--- config.mk ---
export PLATFORM = sky130hd
export DESIGN_NAME = mem_access_stage
export DESIGN_NICKNAME = d
export VERILOG_FILES = /design/src/rtl/mips_mem_pkg.sv /design/src/rtl/mem_load_align.sv /design/src/rtl/mem_access_stage.sv
export SDC_FILE = /design/constraint.sdc
export NUM_CORES = 1
export LEC_CHECK = 0
export CAP_MARGIN = 20
export CORE_MARGIN = 3
export CORE_UTILIZATION = 45
export DETAILED_ROUTE_END_ITERATION = 12
export GPL_TIMING_DRIVEN = 0
export HOLD_SLACK_MARGIN = 0.02
export PLACE_DENSITY = 0.86
export SETUP_SLACK_MARGIN = 0.15
export SKIP_LAST_GASP = 1
export SLEW_MARGIN = 0
export SYNTH_ARGS = -nofsm -noshare
export SYNTH_HDL_FRONTEND = slang
export SYNTH_SLANG_ARGS = --single-unit
--- constraint.sdc ---
create_clock -name i_clk -period 4.6 [get_ports i_clk]
set_input_delay 0.46 -clock i_clk [delete_from_list [all_inputs] [get_ports i_clk]]
set_output_delay 0.46 -clock i_clk [all_outputs]
set_load 0.005 [all_outputs]
--- src/rtl/mips_mem_pkg.sv ---
// Shared definitions for the MIPS memory-access stage: control-bus bit
// indices, access size codes, FSM state encoding and byte-enable constants.
package mips_mem_pkg;

  // WB control bus bit positions
  localparam int WB_REG_WRITE  = 0;
  localparam int WB_MEM_TO_REG = 1;

  // MEM control bus bit positions
  localparam int MEM_READ      = 0;
  localparam int MEM_WRITE     = 1;
  localparam int MEM_SIZE_LSB  = 2;
  localparam int MEM_UNSIGNED  = 4;

  typedef enum logic [1:0] {
    SIZE_BYTE = 2'b00,
    SIZE_HALF = 2'b01,
    SIZE_WORD = 2'b10
  } mem_size_e;

  typedef enum logic {
    ST_IDLE = 1'b0,
    ST_WAIT = 1'b1
  } state_e;

  localparam logic [3:0] BE_NONE    = 4'b0000;
  localparam logic [3:0] BE_BYTE0   = 4'b0001;
  localparam logic [3:0] BE_LO_HALF = 4'b0011;
  localparam logic [3:0] BE_HI_HALF = 4'b1100;
  localparam logic [3:0] BE_ALL     = 4'b1111;

  // Byte enables for a store of the given size at the given byte offset.
  // Size code 2'b11 is undefined and is treated as a word.
  function automatic logic [3:0] store_be(input logic [1:0] size, input logic [1:0] off);
    case (size)
      SIZE_BYTE: store_be = BE_BYTE0 << off;
      SIZE_HALF: store_be = off[1] ? BE_HI_HALF : BE_LO_HALF;
      default:   store_be = BE_ALL;
    endcase
  endfunction

endpackage

--- src/rtl/mem_load_align.sv ---
// Load data alignment: picks the addressed byte/half out of the returned
// word and sign- or zero-extends it to the datapath width.
module mem_load_align
  import mips_mem_pkg::*;
#(
  parameter int NB_BITS = 32
) (
  input  logic [NB_BITS-1:0] i_rdata,
  input  logic [1:0]         i_off,
  input  logic [1:0]         i_size,
  input  logic               i_unsigned,
  output logic [NB_BITS-1:0] o_data
);

  logic [7:0]  byte_sel;
  logic [15:0] half_sel;

  // Lane selection then extension; the word case passes the memory word through.
  always_comb begin
    byte_sel = 8'h00;
    case (i_off)
      2'd0: byte_sel = i_rdata[7:0];
      2'd1: byte_sel = i_rdata[15:8];
      2'd2: byte_sel = i_rdata[23:16];
      2'd3: byte_sel = i_rdata[31:24];
      default: byte_sel = 8'h00;
    endcase
    half_sel = i_off[1] ? i_rdata[31:16] : i_rdata[15:0];
    case (i_size)
      SIZE_BYTE: o_data = {{(NB_BITS-8){~i_unsigned & byte_sel[7]}}, byte_sel};
      SIZE_HALF: o_data = {{(NB_BITS-16){~i_unsigned & half_sel[15]}}, half_sel};
      default:   o_data = i_rdata;
    endcase
  end

endmodule

--- src/rtl/mem_access_stage.sv ---
// MIPS memory-access stage: EX/MEM register, data-memory req/ack handshake
// with byte-lane steering, load extension and the MEM/WB register.
// Optional feature macro: MEM_ALIGN_CHECK_EN (misaligned half/word accesses
// are suppressed and flagged instead of issued).
//
// Handshake: o_dmem_req is raised combinationally whenever the EX/MEM
// register holds a memory op; the request and all o_dmem_* fields stay
// stable until the cycle i_dmem_ack is seen high, and the access completes
// on the rising edge that ends that cycle. Ack without a request is ignored.
module mem_access_stage
  import mips_mem_pkg::*;
#(
  parameter int NB_BITS = 32,
  parameter int NB_REG  = 5,
  parameter int NB_CTL  = 8
) (
  input  logic               i_clk,
  input  logic               i_rst,
  input  logic               i_valid,
  input  logic [NB_BITS-1:0] i_alu_out,
  input  logic [NB_BITS-1:0] i_data_reg,
  input  logic [NB_REG-1:0]  i_reg_dst,
  input  logic [NB_CTL-1:0]  i_wb_ctl,
  input  logic [NB_CTL-1:0]  i_mem_ctl,
  output logic               o_stall,
  output logic [NB_BITS-1:0] o_ex_mem_reg_hz,
  output logic [NB_REG-1:0]  o_ex_mem_reg_dst,
  output logic               o_ex_mem_reg_write,
  output logic               o_dmem_req,
  output logic               o_dmem_we,
  output logic [NB_BITS-1:0] o_dmem_addr,
  output logic [NB_BITS-1:0] o_dmem_wdata,
  output logic [3:0]         o_dmem_be,
  input  logic               i_dmem_ack,
  input  logic [NB_BITS-1:0] i_dmem_rdata,
  output logic               o_valid,
  output logic [NB_BITS-1:0] o_alu_out,
  output logic [NB_BITS-1:0] o_mem_data,
  output logic [NB_REG-1:0]  o_reg_dst,
  output logic [NB_CTL-1:0]  o_wb_ctl,
  output logic               o_misaligned
);

  // EX/MEM pipeline register
  logic               ex_valid_q;
  logic [NB_BITS-1:0] ex_alu_q;
  logic [NB_BITS-1:0] ex_rt_q;
  logic [NB_REG-1:0]  ex_dst_q;
  logic [NB_CTL-1:0]  ex_wb_q;
  logic [NB_CTL-1:0]  ex_mem_q;

  state_e state_q, state_d;

  logic               mem_read, mem_write, is_load, misaligned, mem_op;
  logic [1:0]         off, size;
  logic [NB_BITS-1:0] load_data;
  logic [NB_CTL-1:0]  wb_fwd;
  logic               unused_mem_ctl;

  assign mem_read  = ex_mem_q[MEM_READ];
  assign mem_write = ex_mem_q[MEM_WRITE];
  assign size      = ex_mem_q[MEM_SIZE_LSB +: 2];
  assign off       = ex_alu_q[1:0];
  assign is_load   = mem_read & ~mem_write;  // write wins when both are set
  assign unused_mem_ctl = ^ex_mem_q[NB_CTL-1:MEM_UNSIGNED+1];

`ifdef MEM_ALIGN_CHECK_EN
  assign misaligned = ex_valid_q & (mem_read | mem_write) &
                      (((size == SIZE_HALF) & off[0]) | (size[1] & (off != 2'b00)));
`else
  assign misaligned = 1'b0;
`endif

  assign mem_op  = ex_valid_q & (mem_read | mem_write) & ~misaligned;
  assign o_stall = mem_op & ~i_dmem_ack;

  // Forwarding taps come straight from EX/MEM, stall or not.
  assign o_ex_mem_reg_hz    = ex_alu_q;
  assign o_ex_mem_reg_dst   = ex_dst_q;
  assign o_ex_mem_reg_write = ex_wb_q[WB_REG_WRITE];

  // Memory request fields; everything except the address is gated by the request.
  always_comb begin
    o_dmem_req   = mem_op;
    o_dmem_we    = mem_op & mem_write;
    o_dmem_addr  = {ex_alu_q[NB_BITS-1:2], 2'b00};
    o_dmem_be    = BE_NONE;
    o_dmem_wdata = '0;
    if (mem_op) begin
      o_dmem_be = mem_write ? store_be(size, off) : BE_ALL;
      case (size)
        SIZE_BYTE: o_dmem_wdata = {(NB_BITS/8){ex_rt_q[7:0]}};
        SIZE_HALF: o_dmem_wdata = {(NB_BITS/16){ex_rt_q[15:0]}};
        default:   o_dmem_wdata = ex_rt_q;
      endcase
    end
  end

  mem_load_align #(.NB_BITS(NB_BITS)) u_load_align (
    .i_rdata    (i_dmem_rdata),
    .i_off      (off),
    .i_size     (size),
    .i_unsigned (ex_mem_q[MEM_UNSIGNED]),
    .o_data     (load_data)
  );

  // Misaligned accesses never write the register file.
  always_comb begin
    wb_fwd = ex_wb_q;
    if (misaligned) wb_fwd[WB_REG_WRITE] = 1'b0;
  end

  // FSM next state: WAIT tracks an issued request that has not yet been acked.
  always_comb begin
    state_d = state_q;
    case (state_q)
      ST_IDLE: if (mem_op && !i_dmem_ack) state_d = ST_WAIT;
      ST_WAIT: if (i_dmem_ack || !mem_op) state_d = ST_IDLE;
      default: state_d = ST_IDLE;
    endcase
  end

  // FSM state register
  always_ff @(posedge i_clk) begin
    if (i_rst) state_q <= ST_IDLE;
    else       state_q <= state_d;
  end

  // EX/MEM register: holds while stalled, loads a bubble when EX has nothing.
  always_ff @(posedge i_clk) begin
    if (i_rst) begin
      ex_valid_q <= 1'b0;
      ex_alu_q   <= '0;
      ex_rt_q    <= '0;
      ex_dst_q   <= '0;
      ex_wb_q    <= '0;
      ex_mem_q   <= '0;
    end else if (!o_stall) begin
      ex_valid_q <= i_valid;
      ex_alu_q   <= i_alu_out;
      ex_rt_q    <= i_data_reg;
      ex_dst_q   <= i_reg_dst;
      ex_wb_q    <= i_valid ? i_wb_ctl  : '0;
      ex_mem_q   <= i_valid ? i_mem_ctl : '0;
    end
  end

  // MEM/WB register: captures on completion, takes a bubble while stalled.
  always_ff @(posedge i_clk) begin
    if (i_rst) begin
      o_valid      <= 1'b0;
      o_alu_out    <= '0;
      o_mem_data   <= '0;
      o_reg_dst    <= '0;
      o_wb_ctl     <= '0;
      o_misaligned <= 1'b0;
    end else if (o_stall) begin
      o_valid      <= 1'b0;
      o_wb_ctl     <= '0;
      o_misaligned <= 1'b0;
    end else begin
      o_valid      <= ex_valid_q;
      o_alu_out    <= ex_alu_q;
      o_mem_data   <= (is_load && mem_op) ? load_data : '0;
      o_reg_dst    <= ex_dst_q;
      o_wb_ctl     <= wb_fwd;
      o_misaligned <= misaligned;
    end
  end

endmodule

==> results of run 1 <==
## registers in the layout, summed over array words and instances, names as in the netlist
signal            cells
ex_rt_q              32
o_wb_ctl              8
o_mem_data           32
ex_wb_q               8
o_ex_mem_reg_dst      5
o_ex_mem_reg_hz      32
ex_mem_q              5
o_reg_dst             5
o_alu_out            32
o_valid               1
ex_valid_q            1
## stage by stage
stage / cells / worst slack (ns) / hold slack, ns / instance area (µm²)
finish: 1366 / 1.656 / 0.4477 / 10580
global route: 1366 / 1.480 / 0.4672 / 10580
CTS: 1366 / 1.675 / 0.4490 / 10580
detailed placement: 1334 / 1.791 / 0.4400 / 9973
global placement: 1334 / 1.772 / 0.4335 / 9973
floorplan: 849 / 2.926 / 0.4273 / 6730
## layout by cell type, fill, tap and decap left out, types with 3 or more instances in the layout
cell	count
mux2i_1	19
conb_1	3
nand3_1	21
nand2b_1	3
clkdlybuf4s50_1	301
inv_1	3
a21oi_1	155
a222oi_1	7
nor2_1	32
buf_4	41
clkbuf_1	35
clkinv_4	4
a22oi_1	23
and2_1	18
clkbuf_16	17
mux2_2	7
bufinv_16	3
nor2b_1	5
clkinvlp_4	3
o21ai_0	21
nand2_1	251
clkinv_2	4
a22o_1	7
buf_2	17
dfxtp_1	161
## area by class of cell
cell class              instances  area share, %
multi-input cells             588          27.79
flip-flops and latches        161          30.47
clock buffers                  19          4.187
clock inverters                13          1.538
repair buffers                301          28.48
plain buffers                  95          5.169
well taps                     184          2.176
inverters                       5         0.1892
## report_power, final
group          leakage, nW  switching, mW  internal (mW)
combinational         2.50          0.184          0.270
sequential            1.32         0.0469           1.45
clock                0.289          0.586          0.869
## worst paths after layout
path,to,slack (ns),cells after the start
setup / recovery,o_dmem_wdata[15],1.66,5
hold / removal,ex_wb_q[7],0.45,2
setup reg to reg,o_mem_data[14],2.73,5
hold reg to reg,ex_wb_q[7],0.45,2
## worst max-delay path: cells and delay by family, from the launching register on
| kind | cells | cell delay (ns) |
|---|---|---|
| buffers and inverters | 3 | 1.31 |
| flip-flops | 1 | 0.45 |
| AO/OA/AOI/OAI | 2 | 0.31 |
## logic make-up after synthesis
logic type | share of synthesized area (%)
simple gates | 20.88
mux | 4.002
flops | 47.94
buf+inv | 8.431
other cells | 0.05578
compound gates | 18.69
## routing by layer
layer	wire length [µm]	up-vias	global-route usage, %
met5	0	-	0
met4	658	0	10.17
met3	2270	48	8.208
met2	11560	345	46.61
met1	9356	3390	34.69
li1	-	3448	-
==> impl_metrics.csv, run 1 <==
group,metric,value,unit
status,status,"completed",
layout,multiInputGateArea,2940,µm²
critical_path,slowest_stage,"clkdlybuf4s50_1",
floorplan,num_rows,44,
power_and_ir_drop,leakage,4.118,nW
logic_synthesis,synth_seq_cells,161,
critical_path,path_common_cell,"clkbuf_1",
critical_path,critPathCaptureType,"output port",
sta,max_freq,0.3397,GHz
logic_synthesis,syn_area,6723,µm²
layout,n_antenna_cell,0,
logic_synthesis,ys.flop_type,"dfxtp_1",
clock_network,cts_resized,0,
sta,setup_violations,0,
clock_network,cts.sinks,161,
critical_path,setup.worst_path.class,"register to output port",
layout,fin_util,72.51,%
sta,finalCritPeriodShare,64.00,%
sta,layout_min_cycle_time,2.944,ns
placement,portBuffers,301,
critical_path,crit_path_cell_trace,"clkbuf_1, clkbuf_1, o21ai_0, a21oi_1, clkdlybuf4s50_1",
floorplan,die_w,128.2,µm
logic_synthesis,synthTopCellsByCount,"251 x nand2_1, 161 x dfxtp_1, 155 x a21oi_1, 41 x buf_4, 34 x clkbuf_1",
critical_path,startpoint,"ex_mem_q[3]",
layout,seq_area,3223,µm²
run,maxCapViolCount,0,
sta,relSlewSlack,35.46,%
global_route,grt_usage,28.11,%
logic_synthesis,synth.area.top_cells,"dfxtp_1 48%, nand2_1 14%, a21oi_1 12%",
critical_path,slowest_delay,0.56,ns
detailed_routing,drc,0,
clock_network,cts_tree,"yes",
logic_synthesis,synth_warnings,0,
logic_synthesis,synth_edf_count,0,
clock_network,numCtsBuffers,17,
detailed_routing,drt-initial-drc-count,603,
placement,place.gp.congestion,0.8476,
layout,nFillCells,1130,
power_and_ir_drop,total_power,3.409,mW
detailed_routing,routed_wl,23840,µm
critical_path,startpoint_type,"register",
floorplan,core,14590,µm²
sta,hold_viol,0,
floorplan,start_util,46.08,%
detailed_routing,vias,7231,
logic_synthesis,yosysMostFrequentCell,"nand2_1",
layout,area_growth,57.36,%
power_and_ir_drop,peakVddDrop,254.4,µV
detailed_routing,drt_pass1_iterations,6,
sta,skew,0.01139,ns
detailed_routing,vias_per_cell,5.294,
global_route,grt_pass1_vias,6868,
logic_synthesis,avgSynthCellArea,7.937,µm²
logic_synthesis,yosysTopAreaCellShare,47.94,%
floorplan,ios,309,
logic_synthesis,yosysSeqAreaShare,47.94,%
min_path,hp-class,"register to register",
logic_synthesis,synthArstFlopShare,0,%
placement,dp_hpwl,17760,µm
critical_path,cp_max_fo,10,
critical_path,crit_required,4.14,ns
clock_network,cts_setup_buffers,0,
logic_synthesis,synth_top_cell_by_area,"dfxtp_1",
clock_network,cts-root-buf,"clkbuf_16",
layout,fin_nets,1290,
min_path,min_from,"ex_wb_q[7]",
logic_synthesis,ys_types,37,
global_route,grt_max_degree,17,
logic_synthesis,synthCells,847,
floorplan,die_y,128.2,µm
sta,tightest_slew,0.9607,ns
detailed_routing,detail-route-antenna-nets,0,
floorplan,die_area,16440,µm²
clock_network,clk_pin_slew,0.06,ns
global_route,grt_pass1_wl,36450,µm
power_and_ir_drop,power_density,322.2,nW/µm²
clock_network,clockBufferDepth,2,
sta,fin_setup_tns,0,ns
critical_path,arrival,2.48,ns
detailed_routing,avgRoutedWirePerCell,17.45,µm
sta,slew_viol_final,0,
clock_network,cts_hold_buf,0,
global_route,antenna_found_initial,0,
clock_network,clock_latency,0.42,ns
sta,rsz0062_at_grt,"no",
clock_network,htreeDepth,4,
layout,drive_gt1_share,9.052,%
global_route,overflow,0,
critical_path,r2r_start,"ex_valid_q",
No activity file was read; power rests on OpenSTA's default activity.
==> run 2, diff against run 1 <==
Settings changed: CORE_UTILIZATION 45 to 38, PLACE_DENSITY 0.86 to 0.78.
Clock period 4.6 ns to 2.7 ns, I/O delays scaled along.
==> run 2 against run 1 <==
Utilization decreased by 11 points. Sequential share of layout area decreased by 0.29 points. Critical path depth unchanged. Die area increased by 18%. Wire length increased by 2.0%. Clock power increased by 79%. Final area increased by 1.1%. Sequential cell count unchanged. Non-clock buffer count increased by 1. Clock-buffer cell count unchanged. Critical path type unchanged. Critical endpoint is now o_dmem_wdata[12]. Largest cell class unchanged.
==> impl_metrics.csv, run 2 (synthesis gave the netlist of run 1 again) <==
group,metric,value,unit
status,status,"completed",
critical_path,cp_max_fo,10,
sta,tightest_slew,0.8798,ns
sta,fin_setup_tns,0,ns
layout,area_growth,59.02,%
global_route,grt_pass1_vias,6719,
critical_path,startpoint_type,"register",
sta,max_freq,0.4151,GHz
clock_network,cts_tree,"yes",
detailed_routing,detail-route-antenna-nets,0,
floorplan,die_w,139.0,µm
run,maxCapViolCount,0,
clock_network,numCtsBuffers,17,
floorplan,ios,309,
global_route,antenna_found_initial,0,
floorplan,die_area,19320,µm²
critical_path,critPathCaptureType,"output port",
critical_path,crit_required,2.43,ns
layout,nFillCells,1567,
detailed_routing,drc,0,
layout,n_antenna_cell,0,
global_route,grt_usage,23.91,%
sta,hold_viol,0,
placement,dp_hpwl,18110,µm
sta,rsz0062_at_grt,"no",
floorplan,die_y,139.0,µm
detailed_routing,vias_per_cell,5.014,
critical_path,arrival,2.14,ns
critical_path,setup.worst_path.class,"register to output port",
clock_network,clockBufferDepth,2,
layout,fin_util,61.81,%
global_route,grt_pass1_wl,37070,µm
layout,final_common_cell,"clkdlybuf4s50_1",
layout,fin_cells,1407,
floorplan,core,17300,µm²
sta,setup_violations,0,
clock_network,cts_hold_buf,0,
min_path,hp-class,"input port to register",
detailed_routing,avgRoutedWirePerCell,17.28,µm
clock_network,cts.sinks,161,
floorplan,num_rows,48,
clock_network,htreeDepth,4,
detailed_routing,vias,7055,
sta,slew_viol_final,0,
placement,place.gp.congestion,0.8237,
sta,finalCritPeriodShare,89.23,%
placement,portBuffers,301,
detailed_routing,drt_pass1_iterations,8,
sta,relSlewSlack,40.89,%
detailed_routing,routed_wl,24320,µm
layout,fin_nets,1291,
layout,mostFrequentLayoutCells,"301 x clkdlybuf4s50_1, 251 x nand2_1, 159 x dfxtp_1",
sta,layout_min_cycle_time,2.409,ns
placement,dp_cells,1375,
power_and_ir_drop,leakage,4.149,nW
power_and_ir_drop,peakVddDrop,409.6,µV
layout,drive_gt1_share,9.983,%
clock_network,clock_latency,0.42,ns
clock_network,cts-root-buf,"clkbuf_16",
floorplan,start_util,38.87,%
detailed_routing,drt-initial-drc-count,404,
sta,skew,0.006410,ns
power_and_ir_drop,power_density,554.4,nW/µm²
power_and_ir_drop,total_power,5.927,mW
sta,holdWs,0.4011,ns
clock_network,clk_pin_slew,0.07,ns
global_route,overflow,0,
global_route,grt_max_degree,17,
run 2: cell types whose count changed in the layout (fill, tap and decap cells not counted), moves of 2 or more:
cell	previous run	this run
clkinv_4	4	2
clkbuf_1	35	29
dfxtp_2	0	2
clkbuf_4	0	3
clkbuf_2	0	3
dfxtp_1	161	159
clkinv_2	4	1
inv_6	0	2
run 2: timing repair:
| action | CTS | global route |
|---|---|---|
| pin swaps | 0 | 0 |
| setup endpoints to repair | 28 | 29 |
| resized for setup | 6 | 17 |
| buffers inserted | 0 | 1 |
run 2: critical path, cell delays in order, from the launching register on:
cell and delay, ns:
dfxtp_2 0.41, clkbuf_4 0.24, clkbuf_2 0.23, o21ai_0 0.11, a21oi_1 0.21, clkdlybuf4s50_1 0.53
run 2: final timing paths:
path / start / to / slack, ns / depth (start not counted)
worst min-delay path: i_alu_out[14] / o_ex_mem_reg_hz[14] / 0.40 / 3
worst min register to register: ex_wb_q[3] / ex_wb_q[3] / 0.45 / 2
worst max register to register: o_ex_mem_reg_hz[0] / o_mem_data[29] / 0.85 / 6
worst max-delay path: ex_mem_q[3] / o_dmem_wdata[12] / 0.29 / 5
run 2: metal layers:
metal	track usage (%)	vias to the layer above	part of all wire, %
li1	-	3448	-
met1	30.03	3316	42
met2	40.76	264	49
met3	5.862	27	7.0
met4	7.209	0	1.6
met5	0	-	0
run 2: through the flow:
step                setup WS [ns]  area, µm²
finish                     0.2907      10690
global route               0.1670      10690
CTS                        0.1298      10660
detailed placement         0.2341      10020
global placement           0.2133      10020
floorplan                   1.183       6730
run 2: layout make-up:
class                   instances  area, µm²  share of cell area (%)
clock inverters                12      182.7                   1.709
clock buffers                  19      442.9                   4.143
inverters                       5      25.02                  0.2341
flip-flops and latches        161       3226                   30.17
well taps                     225      281.5                   2.633
repair buffers                302       3020                   28.25
plain buffers                  95      569.3                   5.325
multi-input cells             588       2943                   27.53
run 2: power breakdown:
| part | leakage (nW) | internal (mW) | total (mW) | switching (mW) |
|---|---|---|---|---|
| registers | 1.33 | 2.48 | 2.56 | 0.0803 |
| clock network | 0.296 | 1.58 | 2.59 | 1.01 |
| logic | 2.53 | 0.463 | 0.782 | 0.318 |
==> run 3, diff against run 2 <==
Settings changed: CORE_UTILIZATION 38 to 40, GPL_ROUTABILITY_DRIVEN from default to 0, SYNTH_HIERARCHICAL from default to 1.
==> run 3 against run 2 <==
Worst setup slack got worse by 0.033 ns. Clock skew about the same. Sequential share of layout area fell by 2.4 points. Combinational power rose by 33%. Via count up 18%. Area after synthesis up 14%. Critical path type unchanged. Largest power group is now sequential cells.
==> impl_metrics.csv, run 3 <==
group,metric,value,unit
status,status,"completed",
min_path,hold_end,"ex_rt_q[20]",
clock_network,clk_pin_slew,0.07,ns
logic_synthesis,yosysTopAreaCellShare,42.07,%
floorplan,die_w,144.4,µm
logic_synthesis,synthArstFlopShare,0,%
sta,fin_setup_tns,0,ns
layout,mostFrequentLayoutCells,"301 x clkdlybuf4s50_1, 158 x dfxtp_1, 139 x a21oi_1",
detailed_routing,avgRoutedWirePerCell,19.19,µm
detailed_routing,routed_wl,28410,µm
critical_path,cp_max_fo,10,
sta,finalCritPeriodShare,90.46,%
power_and_ir_drop,p_seq_share,41.8,%
sta,worst_slack,0.2576,ns
critical_path,critPathCaptureType,"output port",
clock_network,cts.sinks,161,
global_route,grt_pass1_wl,42770,µm
logic_synthesis,ys_types,36,
critical_path,r2r_cells,6,
power_and_ir_drop,switchingPower,1.686,mW
global_route,grt_usage,25.98,%
power_and_ir_drop,power_frac_comb,17.0,%
min_path,whs_path_depth,3,
detailed_routing,drt-initial-drc-count,627,
layout,drive_gt1_share,13.29,%
logic_synthesis,synth.area.top_cells,"dfxtp_1 42%, a21oi_1 9.2%, nand3_1 7.8%",
critical_path,regToRegSetupSlack,0.31,ns
power_and_ir_drop,total_power,6.137,mW
placement,portBuffers,301,
sta,max_freq,0.4094,GHz
critical_path,setup.worst_path.class,"register to output port",
global_route,grt_max_degree,17,
logic_synthesis,avgSynthCellArea,8.382,µm²
power_and_ir_drop,power_density,528.3,nW/µm²
sta,layout_min_cycle_time,2.442,ns
clock_network,clock_latency,0.42,ns
power_and_ir_drop,clkPwrFrac,41.2,%
sta,setup_violations,0,
sta,skew,0.006310,ns
sta,hold_viol,0,
global_route,overflow,0,
power_and_ir_drop,power.internal,4.451,mW
floorplan,die_area,20850,µm²
clock_network,htreeDepth,4,
floorplan,core,18390,µm²
floorplan,ios,309,
logic_synthesis,synth_warnings,6,
sta,slew_viol_final,0,
logic_synthesis,synth_top_cell_by_area,"dfxtp_1",
placement,dp_hpwl,20920,µm
layout,area_growth,51.64,%
sta,relSlewSlack,56.15,%
clock_network,cts_tree,"yes",
clock_network,cts-root-buf,"clkbuf_16",
detailed_routing,drc,0,
detailed_routing,drt_pass1_iterations,5,
logic_synthesis,synth_edf_count,0,
logic_synthesis,synthCells,914,
floorplan,die_y,144.4,µm
critical_path,crit_required,2.43,ns
detailed_routing,vias,8298,
logic_synthesis,yosysSeqAreaShare,42.07,%
sta,tightest_slew,0.6578,ns
layout,final_common_cell,"clkdlybuf4s50_1",
logic_synthesis,syn_area,7661,µm²
logic_synthesis,yosysMostFrequentCell,"dfxtp_1",
power_and_ir_drop,leakage,4.218,nW
floorplan,start_util,41.65,%
global_route,grt_pass1_vias,7951,
critical_path,r2r_start,"o_ex_mem_reg_hz[0]",
logic_synthesis,synthTopCellsByCount,"161 x dfxtp_1, 141 x a21oi_1, 119 x nand3_1, 119 x o21ai_0, 51 x buf_2",
min_path,hp-class,"input port to register",
placement,dp_slack,0.3018,ns
detailed_routing,vias_per_cell,5.607,
power_and_ir_drop,swShare,27.48,%
layout,fin_nets,1357,
power_and_ir_drop,peakVddDrop,447.8,µV
run,maxCapViolCount,0,
clock_network,numCtsBuffers,17,
critical_path,arrival,2.17,ns
floorplan,num_rows,49,
detailed_routing,detail-route-antenna-nets,0,
critical_path,startpoint_type,"register",
logic_synthesis,synth_seq_cells,161,
global_route,antenna_found_initial,3,
clock_network,clockBufferDepth,2,
critical_path,worstReg2RegEnd,"o_mem_data[11]",
sta,rsz0062_at_grt,"no",
min_path,min_from,"i_data_reg[20]",
logic_synthesis,ys.flop_type,"dfxtp_1",
run 3: cell types whose count changed in the layout (fill, tap and decap cells not counted), moves of 18 or more:
cell and change:
o21ai_0 +98, a22o_1 +25, o211ai_1 +18, nand3_1 +98, buf_2 +30, nand2_1 -208, a22oi_1 -23
run 3: per-layer routing:
layer	vias to the layer above	global-route usage (%)	wire length (µm)
met5	-	0	12
met4	2	9.769	825
met3	58	7.507	2572
met2	432	42.77	13520
met1	3900	32.31	11480
li1	3906	-	-
run 3: how the worst max path moves through the flow:
stage / startpoint / to / slack, ns / cells past startpoint
3_3_place_gp: i_dmem_ack / o_stall / 0.30 / 7
6_report: ex_mem_q[1] / o_dmem_be[2] / 0.26 / 6
4_1_cts: ex_mem_q[3] / o_dmem_wdata[8] / 0.13 / 5
3_5_place_dp: i_dmem_ack / o_stall / 0.30 / 7
5_1_grt: ex_mem_q[0] / o_dmem_wdata[31] / 0.15 / 6
2_1_floorplan: o_ex_mem_reg_hz[0] / o_mem_data[11] / 0.78 / 6
run 3: cell type report:
| type | count | area [µm²] |
|---|---|---|
| Inverter | 3 | 11.26 |
| Clock buffer | 18 | 439.2 |
| Fill cell | 1597 | 6775 |
| Antenna cell | 2 | 5.005 |
| Timing Repair Buffer | 301 | 3013 |
| Buffer | 135 | 807.0 |
| Tap cell | 229 | 286.5 |
| Clock inverter | 14 | 173.9 |
| Multi-Input combinational cell | 617 | 3652 |
| Sequential cell | 161 | 3229 |
run 3: logic make-up after synthesis:
family	count (synthesis)	share of synthesized area, %
compound gates	351	27.06
simple gates	237	15.76
flops	161	42.07
buf+inv	138	10.49
mux	26	4.573
other cells	1	0.04895
run 3: critical path: stages (launching register included):
cell	delay [ns]
dfxtp_4	0.39
or2_1	0.12
buf_4	0.19
nand2_1	0.11
buf_2	0.22
a21oi_1	0.18
clkdlybuf4s50_1	0.53
run 3: power by group through the flow:
stage | logic (mW) | clock network [mW] | registers, mW
after floorplan | 0.496 | 0 | 2.59
final | 1.04 | 2.53 | 2.57
after global routing | 1.12 | 2.64 | 2.58
after detailed placement | 1.02 | 0 | 2.62
after CTS | 1.03 | 2.55 | 2.57
after global placement | 1.02 | 0 | 2.62
run 3: metrics by stage:
step                      area [µm²]  instances  hold slack [ns]  util (%)
after global routing           11620       1480           0.3931     63.16
after CTS                      11590       1478           0.3902     63.00
after global placement         10970       1446           0.4366     59.63
after floorplan                 7669        916           0.4294         -
final                          11620       1480           0.4032     63.16
after detailed placement       10970       1446           0.4458     59.63
run 3: timing repair:
action	4_1_cts	5_1_grt
resized for setup	3	16
endpoints found under the setup margin	30	27
setup buffers	0	0
hold buffers	0	0
cloned	0	0
